`src/rtl/instr_fetch_unit.sv`:
```
// Instruction fetch stage: owns the PC, issues in-order credit-limited fetches
// to instruction memory and buffers returned instructions for decode.
// Outstanding requests plus buffered entries never exceed FIFO_DEPTH. A fetch
// slot is therefore always reserved for every response, so responses need no
// backpressure. A redirect reloads the PC, flushes the buffer and arranges for
// every response still in flight to be dropped when it returns.
module instr_fetch_unit #(
  parameter int                  PC_WIDTH   = 64,
  parameter logic [PC_WIDTH-1:0] RESET_PC   = '0,
  parameter int                  FIFO_DEPTH = 2
) (
  input  logic                clk,
  input  logic                rst_n,
  output logic                imem_req_valid,
  input  logic                imem_req_ready,
  output logic [PC_WIDTH-1:0] imem_req_addr,
  input  logic                imem_rsp_valid,
  input  logic [31:0]         imem_rsp_data,
  input  logic                redirect_valid,
  input  logic [PC_WIDTH-1:0] redirect_pc,
  output logic                id_valid,
  input  logic                id_ready,
  output logic [31:0]         id_instr,
  output logic [PC_WIDTH-1:0] id_pc
);

  localparam int             PW      = $clog2(FIFO_DEPTH);
  localparam int             CW      = PW + 1;
  localparam logic [CW:0]    L_DEPTH = (CW+1)'(FIFO_DEPTH);
  localparam logic [PC_WIDTH-1:0] L_INSTR_BYTES = PC_WIDTH'(4);

  logic [PC_WIDTH-1:0] r_pc;
  logic [PC_WIDTH-1:0] r_rsp_pc;
  logic [CW-1:0]       r_count;
  logic [CW-1:0]       r_outstanding;
  logic [CW-1:0]       r_drop;
  logic [PW-1:0]       r_rd_ptr;
  logic [PW-1:0]       r_wr_ptr;
  logic [PC_WIDTH-1:0] r_fifo_pc    [FIFO_DEPTH];
  logic [31:0]         r_fifo_instr [FIFO_DEPTH];

  logic [CW:0]         w_credit_used;
  logic                w_req_valid;
  logic                w_req_fire;
  logic                w_rsp_ok;
  logic                w_rsp_push;
  logic                w_pop;
  logic [CW-1:0]       w_outstanding_next;

  // Credit, handshake and response classification.
  always_comb begin
    w_credit_used = {1'b0, r_outstanding} + {1'b0, r_count};
    // Gated by rst_n so no request is presented while reset is held.
    w_req_valid   = rst_n && !redirect_valid && (w_credit_used < L_DEPTH);
    w_req_fire    = w_req_valid && imem_req_ready;
    // A response with nothing outstanding is a protocol error and is ignored.
    w_rsp_ok      = imem_rsp_valid && (r_outstanding != '0);
    w_rsp_push    = w_rsp_ok && (r_drop == '0) && !redirect_valid;
    w_pop         = (r_count != '0) && id_ready && !redirect_valid;
    w_outstanding_next = r_outstanding + CW'(w_req_fire) - CW'(w_rsp_ok);
  end

  // PC, response-PC, counters and pointers; redirect overrides everything.
  always_ff @(posedge clk or negedge rst_n) begin
    if (!rst_n) begin
      r_pc          <= RESET_PC;
      r_rsp_pc      <= RESET_PC;
      r_count       <= '0;
      r_outstanding <= '0;
      r_drop        <= '0;
      r_rd_ptr      <= '0;
      r_wr_ptr      <= '0;
    end else if (redirect_valid) begin
      r_pc          <= redirect_pc;
      r_rsp_pc      <= redirect_pc;
      r_count       <= '0;
      r_rd_ptr      <= '0;
      r_wr_ptr      <= '0;
      r_outstanding <= w_outstanding_next;
      // Everything still in flight belongs to the old stream; this also
      // covers back-to-back redirects since drop never exceeds outstanding.
      r_drop        <= w_outstanding_next;
    end else begin
      r_outstanding <= w_outstanding_next;
      if (w_req_fire) begin
        r_pc <= r_pc + L_INSTR_BYTES;
      end
      if (w_rsp_ok && (r_drop != '0)) begin
        r_drop <= r_drop - 1'b1;
      end
      if (w_rsp_push) begin
        r_rsp_pc <= r_rsp_pc + L_INSTR_BYTES;
        r_wr_ptr <= r_wr_ptr + 1'b1;
      end
      if (w_pop) begin
        r_rd_ptr <= r_rd_ptr + 1'b1;
      end
      r_count <= r_count + CW'(w_rsp_push) - CW'(w_pop);
    end
  end

  // Buffer storage; contents are only observed through a non-zero count,
  // so it needs no reset.
  always_ff @(posedge clk) begin
    if (w_rsp_push) begin
      r_fifo_pc[r_wr_ptr]    <= r_rsp_pc;
      r_fifo_instr[r_wr_ptr] <= imem_rsp_data;
    end
  end

  // Decode-side outputs, forced to zero while the buffer is empty.
  always_comb begin
    imem_req_valid = w_req_valid;
    imem_req_addr  = r_pc;
    id_valid       = (r_count != '0);
    id_instr       = id_valid ? r_fifo_instr[r_rd_ptr] : '0;
    id_pc          = id_valid ? r_fifo_pc[r_rd_ptr]    : '0;
  end

endmodule
```
`config.mk`:
```
export PLATFORM = sky130hd
export DESIGN_NAME = instr_fetch_unit
export DESIGN_NICKNAME = d
export VERILOG_FILES = /design/src/rtl/instr_fetch_unit.sv
export SDC_FILE = /design/constraint.sdc
export NUM_CORES = 1
export LEC_CHECK = 0
export BUFFER_PORTS_ARGS = -buffer_cell sky130_fd_sc_hd__clkbuf_2
export CAP_MARGIN = 10
export CORE_MARGIN = 3
export CORE_UTILIZATION = 50
export DETAILED_ROUTE_END_ITERATION = 10
export GPL_ROUTABILITY_DRIVEN = 0
export PLACE_DENSITY = 0.73
export SETUP_SLACK_MARGIN = 0.5
export SYNTH_ARGS = -nofsm -noshare
export SYNTH_HDL_FRONTEND = slang
export SYNTH_SLANG_ARGS = --single-unit
```
`constraint.sdc`:
```
create_clock -name clk -period 7.6 [get_ports clk]
set_clock_uncertainty 0.2 [all_clocks]
set_input_delay 0.76 -clock clk [delete_from_list [all_inputs] [get_ports clk]]
set_output_delay 0.76 -clock clk [all_outputs]
set_load 0.005 [all_outputs]
```
==> results.yml <==
run_status:
  result_of_the_run: "complete, no violations"
global_routing:
  wire_length_of_the_first_global_routing_pass_um: 65890
  grt_usage_pct: 24.84
  antenna_found_initial: 3
  grt.overflow.total: 0
  grt_max_degree: 93
  first_global_vias: 11410
timing:
  maxClockFrequency_ghz: 0.2555
  fin_setup_tns_ns: 0
  timing.final.setup_violations: 0
  tightest_slew_margin_relative_to_the_limit_pct: 33.84
  rsz0062_at_grt: "false"
  maxSlewViolCount: 0
  period_share_pct: 51.49
  final-hold-violation-count: 0
  final_period_minus_worst_setup_slack_ns: 3.913
  actual_transition_at_the_worst_max_transition_pin_ns: 0.9924
place:
  dpl_cell_area_um2: 17500
  detailed_place_hpwl_um: 29740
  buffer_ports.inserted: 263
route:
  vias_per_cell: 5.989
  antenna_left: 0
  post-route-drc-count: 0
  drt_first_pass_iters: 6
  via_count: 11920
  routed_wire_length_per_instance_um: 21.27
  drt_wl_total_um: 42340
  initialDrtViolationCount: 1178
power:
  sequentialPowerShare_pct: 46.5
  power.share.combinational_pct: 18.9
  power_report.internal_total_mw: 3.482
  netSwitchingPower_mw: 1.429
  pwr-share-clk_pct: 34.6
  static-leakage-power_nw: 7.133
  irDropWorstVdd_mv: 0.1391
  sw_frac_of_total_pct: 29.10
  power_per_cell_area_nw_per_um2: 263.3
synthesis:
  synth_area_leaders: "sky130_fd_sc_hd__edfxtp_1, sky130_fd_sc_hd__dfrtp_1, sky130_fd_sc_hd__mux2i_1"
  post_synth_inst_count: 1314
  syn-mean-instance-area_um2: 12.03
  yosys_register_bits: 328
  syn_area_um2: 15810
  yosysSeqAreaShare_pct: 57.99
  synth_area_leader_cell: "sky130_fd_sc_hd__edfxtp_1"
  synth-async-reset-ratio_pct: 41.46
  synth-edff-count: 192
  synthDominantCellAreaShare_pct: 36.46
  postSynthNetCount: 1424
  yosys_most_used_dff: "sky130_fd_sc_hd__edfxtp_1"
  yosysWarnings: 0
  ys_types: 62
cts:
  tritoncts: "yes"
  cts_root_buffer: "sky130_fd_sc_hd__clkbuf_16"
  cts_sink_cnt: 328
  clock_edge_transition_at_the_registers_on_the_reported_setup_and_hold_paths_ns: 0.06
  cts.repair_timing.setup_buffer_count: 0
  clock_insertion_delay_worst_skew_ns: 0.53
  post_cts_resized: 0
  cts_buffer_depth: 3
  post_cts_hold_buffer_count: 0
  inserted_clock_buffers: 35
  cts-htree-levels: 2
worst_setup_path:
  timing.critical_path.required_ns: 6.64
  worst_ep_arrival_time_ns: 2.95
  worst-path-max-fanout: 56
  max_stage_delay_cell_worst_path: "sky130_fd_sc_hd__dfrtp_4"
  crit_chain: "buf_4 -> mux2i_1 -> nor2_1 -> clkbuf_2"
  timing.reg2reg.setup_slack_ns: 4.19
  startpoint_type: "flip-flop"
  timing.setup.critical_path_class: "reg2out"
  cp_slowest_stage_delay_ns: 0.90
  critical_path.endpoint_type: "primary output"
floorplanning:
  placeableCoreArea_um2: 30910
  io_pins: 264
  dieArea_um2: 33790
  std_cell_rows: 64
  die-width_um: 183.8
  die_height_um: 183.8
  floorplan.initialDensity_pct: 51.15
final_layout:
  post_route_cells_drive_above_1_share_pct: 26.44
  multiInputGateArea_um2: 6287
  number_of_fill_cells: 2550
  post_layout_nets: 1675
  finish.instance_area_um2: 18650
  seqCellArea_um2: 9173
  area_growth_pct: 17.98
job:
  max_cap_violation_count: 0
worst_hold_path:
  worst_hold_path_type: "in2async"
## worst paths after layout
kind,start,end,depth (start not counted)
setup / recovery,r_rd_ptr,id_pc[38],4
hold / removal,rst_n,imem_req_addr[6],1
setup reg to reg,r_outstanding[0],imem_req_addr[29],7
hold reg to reg,r_rsp_pc[0],r_fifo_pc[0][0],0
min in group clk,imem_rsp_data[21],r_fifo_instr[1][21],1
max in group asynchronous,rst_n,imem_req_addr[36],2
## layout by cell type (no fill, tap or decap), types with 6 or more instances in the layout
cell / instances
sky130_fd_sc_hd__or4_1: 7
sky130_fd_sc_hd__a21oi_1: 11
sky130_fd_sc_hd__clkinv_2: 6
sky130_fd_sc_hd__o21ai_0: 18
sky130_fd_sc_hd__o21a_1: 6
sky130_fd_sc_hd__nor4_2: 10
sky130_fd_sc_hd__nand4_1: 71
sky130_fd_sc_hd__a311oi_1: 6
sky130_fd_sc_hd__o31a_1: 24
sky130_fd_sc_hd__clkbuf_1: 9
sky130_fd_sc_hd__ha_1: 7
sky130_fd_sc_hd__nand3_1: 28
sky130_fd_sc_hd__nor3_1: 30
sky130_fd_sc_hd__mux2i_1: 110
sky130_fd_sc_hd__mux2_2: 47
sky130_fd_sc_hd__or3_1: 11
sky130_fd_sc_hd__xor2_1: 24
sky130_fd_sc_hd__nand3_2: 6
sky130_fd_sc_hd__nor2_1: 163
sky130_fd_sc_hd__clkbuf_16: 37
sky130_fd_sc_hd__edfxtp_1: 192
sky130_fd_sc_hd__nor3b_1: 6
sky130_fd_sc_hd__nand2b_1: 18
sky130_fd_sc_hd__o311a_1: 9
sky130_fd_sc_hd__dfrtp_1: 135
sky130_fd_sc_hd__clkbuf_2: 261
sky130_fd_sc_hd__xnor2_1: 46
sky130_fd_sc_hd__nand2_1: 74
sky130_fd_sc_hd__nor4_1: 36
sky130_fd_sc_hd__a211oi_1: 7
sky130_fd_sc_hd__o31ai_1: 8
sky130_fd_sc_hd__a31oi_1: 13
sky130_fd_sc_hd__inv_1: 34
sky130_fd_sc_hd__and4_1: 7
sky130_fd_sc_hd__nor4b_1: 6
sky130_fd_sc_hd__buf_4: 12
sky130_fd_sc_hd__and3_1: 20
## power groups by stage
stage | clock [mW] | combinational (mW) | sequential (mW)
floorplan | 0 | 0.609 | 2.24
finish | 1.70 | 0.927 | 2.28
CTS | 1.73 | 0.940 | 2.28
global placement | 0 | 0.920 | 2.30
global route | 1.81 | 1.03 | 2.30
detailed placement | 0 | 0.934 | 2.31
## cell usage after synthesis, types with 8 or more instances
master                     count
sky130_fd_sc_hd__nor3_1       30
sky130_fd_sc_hd__nand2b_1     18
sky130_fd_sc_hd__clkbuf_1     38
sky130_fd_sc_hd__o31ai_1       8
sky130_fd_sc_hd__nor2_1      165
sky130_fd_sc_hd__buf_1        12
sky130_fd_sc_hd__dfrtp_1     136
sky130_fd_sc_hd__nor4_1       36
sky130_fd_sc_hd__xnor2_1      46
sky130_fd_sc_hd__o311a_1       9
sky130_fd_sc_hd__nand4_1      71
sky130_fd_sc_hd__nand3_1      28
sky130_fd_sc_hd__and3_1       21
sky130_fd_sc_hd__a21oi_1      11
sky130_fd_sc_hd__nand2_1      74
sky130_fd_sc_hd__buf_2         9
sky130_fd_sc_hd__nor4_2       10
sky130_fd_sc_hd__or3_1        11
sky130_fd_sc_hd__edfxtp_1    192
sky130_fd_sc_hd__xor2_1       24
sky130_fd_sc_hd__inv_1        34
sky130_fd_sc_hd__mux2i_1     110
sky130_fd_sc_hd__a31oi_1      13
sky130_fd_sc_hd__mux2_2       47
sky130_fd_sc_hd__o21ai_0      18
sky130_fd_sc_hd__o31a_1       24
## kinds of logic after synthesis
kind of cell | Yosys count | synth area share (%)
muxes | 157 | 10.31
and+or+nand+nor | 533 | 18.95
adders and majority gates | 8 | 0.6805
xor gates and xnor gates | 70 | 3.878
buffers and inverters | 95 | 2.374
AOI/OAI and AO/OA | 123 | 5.816
DFF | 328 | 57.99
## flip-flops by register name, summed over array words and instances (netlist names)
register       cells
r_fifo_pc        128
r_drop             2
r_rsp_pc          64
r_outstanding      2
r_wr_ptr           1
r_count            2
r_rd_ptr           1
r_fifo_instr      64
imem_req_addr     64
## worst max-delay path, delay by kind of cell, from the launching register on
family / cells / cell delay, ns
buffers and inverters: 2 / 1.03
AND/OR/NAND/NOR: 1 / 0.07
flip-flops: 1 / 0.90
multiplexers: 1 / 0.39
## final cells by class
| class | count | area share, % |
|---|---|---|
| clock buffers | 50 | 5.440 |
| well taps | 396 | 2.656 |
| clock inverters | 14 | 0.7244 |
| inverters | 35 | 0.7177 |
| multi-input cells | 891 | 33.70 |
| flip-flops and latches | 328 | 49.17 |
| diodes | 3 | 0.04024 |
| repair buffers | 274 | 7.546 |
## per-stage QoR
| step | worst slack (ns) | hold WS [ns] | power (mW) | cells | util, % |
|---|---|---|---|---|---|
| 2_1_floorplan | 1.252 | 0.2368 | 2.846 | 1314 | - |
| 3_5_place_dp | 3.772 | 0.2598 | 3.246 | 1924 | 56.61 |
| 3_3_place_gp | 3.777 | 0.2500 | 3.222 | 1924 | 56.61 |
| 6_report | 3.687 | 0.1201 | 4.911 | 1991 | 60.35 |
| 5_1_grt | 3.512 | 0.1942 | 5.142 | 1991 | 60.35 |
| 4_1_cts | 3.628 | 0.1597 | 4.949 | 1988 | 60.33 |
## metal layers
layer	global-route usage, %	share of wire, %
met5	0	0
met4	7.983	3.0
met3	4.056	8.4
met2	36.97	45
met1	37.55	44
Power figures use the tool's default switching activity.
